File: src/rtl/io_pkg.sv
// Shared definitions for the DCNN IO blocks: default widths and the
// transfer FSM encoding used by the loader and the result writer.
package io_pkg;

  localparam int DATA_W_DEF     = 16;
  localparam int ADDR_W_DEF     = 16;
  localparam int FIFO_DEPTH_DEF = 8;

  typedef logic [1:0] state_t;

  localparam state_t ST_IDLE = 2'd0;
  localparam state_t ST_RUN  = 2'd1;
  localparam state_t ST_DONE = 2'd2;

endpackage

File: src/rtl/sync_fifo.sv
// Single-clock first-word-fall-through FIFO; dout always shows the head entry.
// Pushes while full and pops while empty are dropped.
module sync_fifo #(
  parameter int WIDTH = 16,
  parameter int DEPTH = 8
) (
  input  logic             clk,
  input  logic             rst_n,
  input  logic             push,
  input  logic             pop,
  input  logic [WIDTH-1:0] din,
  output logic [WIDTH-1:0] dout,
  output logic             full,
  output logic             empty
);

  localparam int PTR_W = $clog2(DEPTH);
  localparam logic [PTR_W:0] FULL_CNT = (PTR_W+1)'(DEPTH);

  logic [WIDTH-1:0] mem [DEPTH];
  logic [PTR_W-1:0] wr_ptr;
  logic [PTR_W-1:0] rd_ptr;
  logic [PTR_W:0]   count;
  logic             do_push;
  logic             do_pop;

  assign do_push = push && !full;
  assign do_pop  = pop && !empty;

  // NOTE: non-blocking assignments in every clocked block, so all registers
  // update together and read order inside the block never matters.
  always_ff @(posedge clk) begin
    if (!rst_n) begin
      wr_ptr <= '0;
      rd_ptr <= '0;
      count  <= '0;
    end else begin
      if (do_push) wr_ptr <= wr_ptr + 1'b1;
      if (do_pop)  rd_ptr <= rd_ptr + 1'b1;
      case ({do_push, do_pop})
        2'b10:   count <= count + 1'b1;
        2'b01:   count <= count - 1'b1;
        default: count <= count;
      endcase
    end
  end

  // NOTE: the storage array is deliberately not reset; occupancy is tracked by
  // count, so stale entries are never observable and the array maps to plain RAM.
  always_ff @(posedge clk) begin
    if (do_push) mem[wr_ptr] <= din;
  end

  assign dout  = mem[rd_ptr];
  assign full  = (count == FULL_CNT);
  assign empty = (count == '0);

endmodule

File: src/rtl/result_writer.sv
// Drains a fixed-length stream of result words from the compute core through
// a FIFO into consecutive addresses of the external result memory.
module result_writer
  import io_pkg::*;
#(
  parameter int DATA_W     = DATA_W_DEF,
  parameter int ADDR_W     = ADDR_W_DEF,
  parameter int FIFO_DEPTH = FIFO_DEPTH_DEF
) (
  input  logic              clk,
  input  logic              rst_n,
  input  logic              start,
  input  logic [ADDR_W-1:0] base_addr,
  input  logic [ADDR_W-1:0] num_words,
  input  logic              in_valid,
  input  logic [DATA_W-1:0] in_data,
  output logic              in_ready,
  output logic              mem_we,
  output logic [ADDR_W-1:0] mem_addr,
  output logic [DATA_W-1:0] mem_wdata,
  input  logic              mem_ack,
  output logic              busy,
  output logic              done
);

  state_t            state;
  logic [ADDR_W-1:0] addr_reg;
  logic [ADDR_W-1:0] total_reg;
  logic [ADDR_W-1:0] acc_cnt;
  logic [ADDR_W-1:0] wr_cnt;

  logic              running;
  logic              push;
  logic              pop;
  logic              last_ack;
  logic              fifo_full;
  logic              fifo_empty;
  logic [DATA_W-1:0] fifo_head;

  assign running = (state == ST_RUN);

  // Input side looks only at registered state, so a pop in the same cycle
  // never frees a slot for a push (no combinational path from mem_ack).
  assign in_ready = running && !fifo_full && (acc_cnt < total_reg);
  assign push     = in_valid && in_ready;

  assign mem_we   = running && !fifo_empty;
  assign pop      = mem_we && mem_ack;
  assign last_ack = pop && ((wr_cnt + 1'b1) == total_reg);

  assign mem_addr  = addr_reg;
  // Head is masked while nothing is pending so the bus reads zero after reset.
  assign mem_wdata = mem_we ? fifo_head : '0;

  assign busy = (state != ST_IDLE);
  assign done = (state == ST_DONE);

  sync_fifo #(
    .WIDTH (DATA_W),
    .DEPTH (FIFO_DEPTH)
  ) u_fifo (
    .clk   (clk),
    .rst_n (rst_n),
    .push  (push),
    .pop   (pop),
    .din   (in_data),
    .dout  (fifo_head),
    .full  (fifo_full),
    .empty (fifo_empty)
  );

  always_ff @(posedge clk) begin
    if (!rst_n) begin
      state     <= ST_IDLE;
      addr_reg  <= '0;
      total_reg <= '0;
      acc_cnt   <= '0;
      wr_cnt    <= '0;
    end else begin
      case (state)
        ST_IDLE: begin
          if (start) begin
            addr_reg  <= base_addr;
            total_reg <= num_words;
            acc_cnt   <= '0;
            wr_cnt    <= '0;
            state     <= (num_words == '0) ? ST_DONE : ST_RUN;
          end
        end
        ST_RUN: begin
          if (push) acc_cnt <= acc_cnt + 1'b1;
          if (pop) begin
            addr_reg <= addr_reg + 1'b1;
            wr_cnt   <= wr_cnt + 1'b1;
          end
          if (last_ack) state <= ST_DONE;
        end
        ST_DONE: state <= ST_IDLE;
        default: state <= ST_IDLE;
      endcase
    end
  end

endmodule

File: config.mk
export PLATFORM = sky130hd
export DESIGN_NAME = result_writer
export DESIGN_NICKNAME = d
export VERILOG_FILES = /design/src/rtl/io_pkg.sv /design/src/rtl/sync_fifo.sv /design/src/rtl/result_writer.sv
export SDC_FILE = /design/constraint.sdc
export NUM_CORES = 1
export LEC_CHECK = 0
export BUFFER_PORTS_ARGS = -buffer_cell sky130_fd_sc_hd__buf_2
export CAP_MARGIN = 20
export CORE_ASPECT_RATIO = 0.8
export CORE_MARGIN = 4
export CORE_UTILIZATION = 59
export CTS_CLUSTER_SIZE = 30
export DETAILED_ROUTE_END_ITERATION = 7
export GPL_TIMING_DRIVEN = 0
export PLACE_DENSITY = 0.79
export SYNTH_ARGS = -nofsm -noshare
export SYNTH_HDL_FRONTEND = slang
export SYNTH_HIERARCHICAL = 1
export SYNTH_SLANG_ARGS = --single-unit
File: constraint.sdc
create_clock -name clk -period 4.7 [get_ports clk]
set_input_delay 0 -clock clk [delete_from_list [all_inputs] [get_ports clk]]
set_output_delay 0 -clock clk [all_outputs]
set_load 0.05 [all_outputs]
==> results of run 1 <==
per-layer routing:
metal,track usage,vias up,part of all wire
met5,0,-,0
met4,0.0668,0,0.023
met3,0.0369,44,0.078
met2,0.401,310,0.45
met1,0.385,3465,0.44
li1,-,3373,-
layout make-up:
| type | instances | area share |
|---|---|---|
| Buffer | 40 | 0.0152 |
| Clock buffer | 27 | 0.0476 |
| Clock inverter | 10 | 0.0106 |
| Inverter | 24 | 0.00769 |
| Multi-Input combinational cell | 544 | 0.342 |
| Sequential cell | 207 | 0.463 |
| Tap cell | 215 | 0.0230 |
| Timing Repair Buffer | 148 | 0.0906 |
worst register-to-register path: stages (launching register included):
cell and delay [ns]:
dfxtp_1 0.47, nor4_1 0.11, nor3b_2 0.72, nand2_2 0.32, inv_1 0.17, clkbuf_1 0.44
o41a_1 0.41, ha_1 0.33, xor2_1 0.10, ha_1 0.19, a21oi_1 0.16, xor2_1 0.11
or3_1 0.32, a21boi_0 0.18
final timing paths:
check	startpoint	to	slack, ns	cells after the start
setup reg to reg	u_fifo/count[0]	u_fifo/count[2]	0.62	13
hold reg to reg	total_reg[2]	total_reg[2]	0.47	2
hold / removal	in_valid	acc_cnt[4]	0.08	5
setup / recovery	u_fifo/count[0]	u_fifo/count[2]	0.62	13
power by group:
group / switching (mW) / leakage [nW] / internal, mW / total [mW]
Clock: 0.664 / 0.323 / 1.00 / 1.66
Combinational: 0.209 / 2.12 / 0.131 / 0.339
Sequential: 0.0310 / 1.79 / 1.96 / 1.99
cell usage after synthesis (all sizes together) (24+ instances only):
cell type	instances	area, µm²
a21boi	26	195
inv	24	90.1
clkbuf	29	110
dfxtp	79	1580
xnor2	30	263
o21ai	40	200
nand3	24	120
mux4	32	721
a21oi	42	210
edfxtp	128	3840
and2	36	225
nand2	79	307
nor2	46	173
per-stage QoR:
| stage | power (mW) | setup WS (ns) | area (µm²) |
|---|---|---|---|
| after floorplan | 2.22 | 1.01 | 9670 |
| after global placement | 2.32 | -0.687 | 10400 |
| after detailed placement | 2.33 | 0.763 | 10500 |
| final | 3.99 | 0.623 | 11700 |
| after global routing | 4.13 | 0.378 | 11700 |
| after CTS | 4.02 | 0.725 | 11700 |
kinds of logic after synthesis:
| logic type | share of synthesized area |
|---|---|
| AOI/OAI and AO/OA | 0.0964 |
| xor gates and xnor gates | 0.0380 |
| adders and majority gates | 0.0298 |
| buffers and inverters | 0.0277 |
| DFF | 0.561 |
| muxes | 0.0975 |
| and+or+nand+nor | 0.149 |
cell usage in the layout, fill, tap and decap left out, types with 23 or more instances in the layout:
master / count
buf_2: 94
xnor2_1: 30
o21ai_0: 40
nand2_1: 77
dlygate4sd3_1: 50
ha_1: 23
nand3_1: 24
clkbuf_1: 33
edfxtp_1: 128
mux4_2: 32
and2_1: 36
inv_1: 24
a21boi_0: 25
dfxtp_1: 79
a21oi_1: 42
nor2_1: 43
what timing repair did:
item,in CTS,in global routing
hold endpoints to repair,166,0
hold buffers,50,0
buffers inserted,0,0
==> impl_metrics.env, run 1 <==
export IMPL_finalHoldViolCount=0
export IMPL_cp_cell_sequence="nor4_1 > nor3b_2 > nand2_2 > inv_1 > clkbuf_1 > o41a_1 > ha_1 > xor2_1 > ha_1 > a21oi_1 > xor2_1 > or3_1 > a21boi_0"
export IMPL_irDropWorstVdd_uv=243
export IMPL_portBuffers=88
export IMPL_synth_cell_types=64
export IMPL_numCtsBuffers=21
export IMPL_worst_setup_path_end_kind="flop"
export IMPL_p_per_area_nw_per_um2=341
export IMPL_row_count=41
export IMPL_multi_input_area_um2=4010
export IMPL_cp_start_kind="flop"
export IMPL_synth_edf_count=128
export IMPL_utilization=0.737
export IMPL_cts_root_buf="clkbuf_16"
export IMPL_yosysSeqAreaShare=0.561
export IMPL_async_flop_share=0
export IMPL_antenna_cells=0
export IMPL_cts_sinks=207
export IMPL_grt_overflow=0
export IMPL_wl_um=23600
export IMPL_status="finished clean"
export IMPL_cts_tree="built"
export IMPL_grt_max_degree=15
export IMPL_layout_nets=1062
export IMPL_holdWs_ns=0.0784
export IMPL_yosys_warnings=6
export IMPL_hold_path_class="input port to flop"
export IMPL_critPathMaxStageDelay_ns=0.72
export IMPL_finalCritPeriodShare=0.867
export IMPL_grt_pass1_wl_um=36900
export IMPL_ys_ff_latch=207
export IMPL_synthCells=815
export IMPL_dp_hpwl_um=15300
export IMPL_num_fill_cells=1074
export IMPL_largest_register_ffs=128
export IMPL_wl_per_cell_um=19.4
export IMPL_clk_insertion_delay_late_ns=0.49
export IMPL_antenna_found_initial=0
export IMPL_setup_viol=0
export IMPL_final_antenna_net_count=0
export IMPL_fin_worst_skew_ns=0.0109
export IMPL_cp_top_family="simple AND/OR/NAND/NOR gates"
export IMPL_tightest_slew_ns=1.01
export IMPL_post_route_min_period_ns=4.08
export IMPL_slowest_stage="nor3b_2"
export IMPL_tns_ns=0
export IMPL_slew_headroom=0.326
export IMPL_syn_avg_cell_area_um2=11.9
export IMPL_crit_required_ns=5.11
export IMPL_dieArea_um2=18500
export IMPL_crit_type="flop to flop"
export IMPL_cp_arrival_ns=4.48
export IMPL_dr_pass1_iters=5
export IMPL_avgViaCountPerCell=5.92
export IMPL_max_cap_violations=0
export IMPL_drive_gt1_frac=0.202
export IMPL_drcViolationCount=0
export IMPL_clock_path_buffers=3
export IMPL_cts_resized=0
export IMPL_dr_total_vias=7192
export IMPL_pin_count=89
export IMPL_fp_dieH_um=122
export IMPL_fmax_ghz=0.245
export IMPL_worstPathMaxFanout=10
export IMPL_area_delta_synth_final_pct=21.2
export IMPL_grt_usage=0.257
export IMPL_grt_pass1_vias=6845
export IMPL_regMostFlops="u_fifo/mem"
export IMPL_syn_num_nets=891
export IMPL_seqCellArea_um2=5430
export IMPL_h_tree_depth=1
export IMPL_placed_cells=1128
export IMPL_gp_congestion=0.906
export IMPL_instances_no_fill=1215
export IMPL_drtIter0Drc=735
export IMPL_syn_area_um2=9670
export IMPL_maxSlewViolCount=0
export IMPL_rsz0062_at_grt="false"
export IMPL_core_area_um2=15900
export IMPL_die_w_um=151
export IMPL_start_util=0.608
export IMPL_crit_buf_inv=2
export IMPL_power_leakage_nw=4.24
export IMPL_yosys_most_used_dff="edfxtp_1"
export IMPL_path_clk_slew_ns=0.06
No activity file was read; power rests on OpenSTA's default activity.
==> run 2, diff against run 1 <==
- GPL_TIMING_DRIVEN: 0 -> unset
==> run 2 against run 1 <==
Net effect: power shrank 3.3%; combinational power shrank 4%; global-route usage shrank 1.7 points; count of clock-buffer cells in the layout grew 1; clock skew shrank 0.0032 ns; routed wire length shrank 8.5%; worst setup slack gained 0.42 ns; critical endpoint unchanged; cell count shrank 3.0%; fmax grew 12%; non-clock buffer count shrank 36.
==> impl_metrics.env, run 2 (synthesis results as in run 1) <==
export IMPL_status="finished clean"
export IMPL_gp_congestion=0.924
export IMPL_grt_max_degree=65
export IMPL_num_fill_cells=1075
export IMPL_numCtsBuffers=21
export IMPL_utilization=0.722
export IMPL_max_cap_violations=0
export IMPL_avgViaCountPerCell=5.82
export IMPL_pin_count=89
export IMPL_holdWs_ns=0.139
export IMPL_power_total_mw=3.86
export IMPL_cp_start_kind="flop"
export IMPL_dr_pass1_iters=5
export IMPL_instances_no_fill=1179
export IMPL_clock_path_buffers=3
export IMPL_wl_um=21600
export IMPL_drtIter0Drc=568
export IMPL_layout_nets=1026
export IMPL_start_util=0.608
export IMPL_grt_pass1_vias=6576
export IMPL_setup_viol=0
export IMPL_final_common_cell="edfxtp_1"
export IMPL_fin_worst_skew_ns=0.00769
export IMPL_regMostFlops="u_fifo/mem"
export IMPL_fin_area_um2=11500
export IMPL_tns_ns=0
export IMPL_maxSlewViolCount=0
export IMPL_area_delta_synth_final_pct=18.7
export IMPL_path_clk_slew_ns=0.06
export IMPL_final_antenna_net_count=0
export IMPL_slew_headroom=0.282
export IMPL_crit_required_ns=5.10
export IMPL_worst_setup_path_end_kind="flop"
export IMPL_rsz0062_at_grt="false"
export IMPL_grt_overflow=0
export IMPL_h_tree_depth=1
export IMPL_antenna_found_initial=0
export IMPL_power_leakage_nw=4.15
export IMPL_drcViolationCount=0
export IMPL_grt_usage=0.241
export IMPL_dieArea_um2=18500
export IMPL_wl_per_cell_um=18.3
export IMPL_worstPathMaxFanout=15
export IMPL_cts_sinks=207
export IMPL_antenna_cells=0
export IMPL_die_w_um=151
export IMPL_row_count=41
export IMPL_cp_arrival_ns=4.06
export IMPL_crit_type="flop to flop"
export IMPL_grt_pass1_wl_um=34900
export IMPL_portBuffers=88
export IMPL_dp_hpwl_um=13600
export IMPL_irDropWorstVdd_uv=232
export IMPL_dr_total_vias=6865
export IMPL_layout_common_cells="edfxtp_1, buf_2, dfxtp_1"
export IMPL_cts_root_buf="clkbuf_16"
export IMPL_fp_dieH_um=122
export IMPL_p_per_area_nw_per_um2=337
export IMPL_tightest_slew_ns=1.08
export IMPL_clk_insertion_delay_late_ns=0.49
export IMPL_hold_path_class="input port to flop"
export IMPL_finalCritPeriodShare=0.778
export IMPL_finalHoldViolCount=0
export IMPL_largest_register_ffs=128
export IMPL_dpl_cell_area_um2=10300
export IMPL_post_place_ws_ns=1.12
export IMPL_post_route_min_period_ns=3.65
export IMPL_core_area_um2=15900
export IMPL_fmax_ghz=0.274
export IMPL_finalWorstSetupSlack_ns=1.05
export IMPL_placed_cells=1093
export IMPL_drive_gt1_frac=0.206
export IMPL_cts_tree="built"
[run 2: cell types whose count changed in the layout (fill, tap and decap cells not counted), sizes merged]
cell	delta
buf	-6
bufinv	-3
clkbuf	-28
clkinv	+2
dlygate4sd3	-1
[run 2: worst paths after layout]
check / cells past startpoint / to / slack (ns) / start
setup / recovery: 15 / u_fifo/count[2] / 1.05 / total_reg[15]
hold / removal: 3 / wr_cnt[6] / 0.14 / rst_n
setup reg to reg: 15 / u_fifo/count[2] / 1.05 / total_reg[15]
hold reg to reg: 2 / total_reg[2] / 0.47 / total_reg[2]
[run 2: repair_timing]
action,CTS,global route
endpoints found under the setup margin,0,0
setup buffers,0,0
hold buffers,49,0
gates resized for setup,0,0
hold endpoints to repair,161,0
[run 2: power by group]
part | internal (mW) | switching (mW) | leakage (nW) | total [mW]
Combinational | 0.127 | 0.198 | 2.04 | 0.325
Sequential | 1.96 | 0.0305 | 1.80 | 1.99
Clock | 0.886 | 0.663 | 0.313 | 1.55
[run 2: final cells by class]
cell class	instances	area [µm²]	area share
clock buffers	28	592	0.0516
clock inverters	9	55.1	0.00480
multi-input cells	544	4000	0.349
flip-flops and latches	207	5430	0.473
repair buffers	152	1040	0.0909
well taps	215	269	0.0234
inverters	24	90.1	0.00785
[run 2: worst max-delay path, cell delays in order (launching register included)]
cell	delay, ns
dfxtp_1	0.35
inv_1	0.06
ha_1	0.33
nand4_1	0.17
or3_1	0.43
a211o_1	0.26
nand4_2	0.30
inv_1	0.17
nand2_4	0.17
ha_1	0.29
xor2_1	0.10
ha_1	0.18
a21oi_1	0.16
xor2_1	0.12
or3_1	0.31
a21boi_0	0.18
[run 2: routing by layer]
| metal | track usage | up-vias | wire length [µm] |
|---|---|---|---|
| met5 | 0 | - | 0 |
| met4 | 0.0561 | 0 | 391 |
| met3 | 0.0373 | 38 | 1470 |
| met2 | 0.377 | 242 | 10000 |
| met1 | 0.358 | 3298 | 9690 |
| li1 | - | 3287 | - |
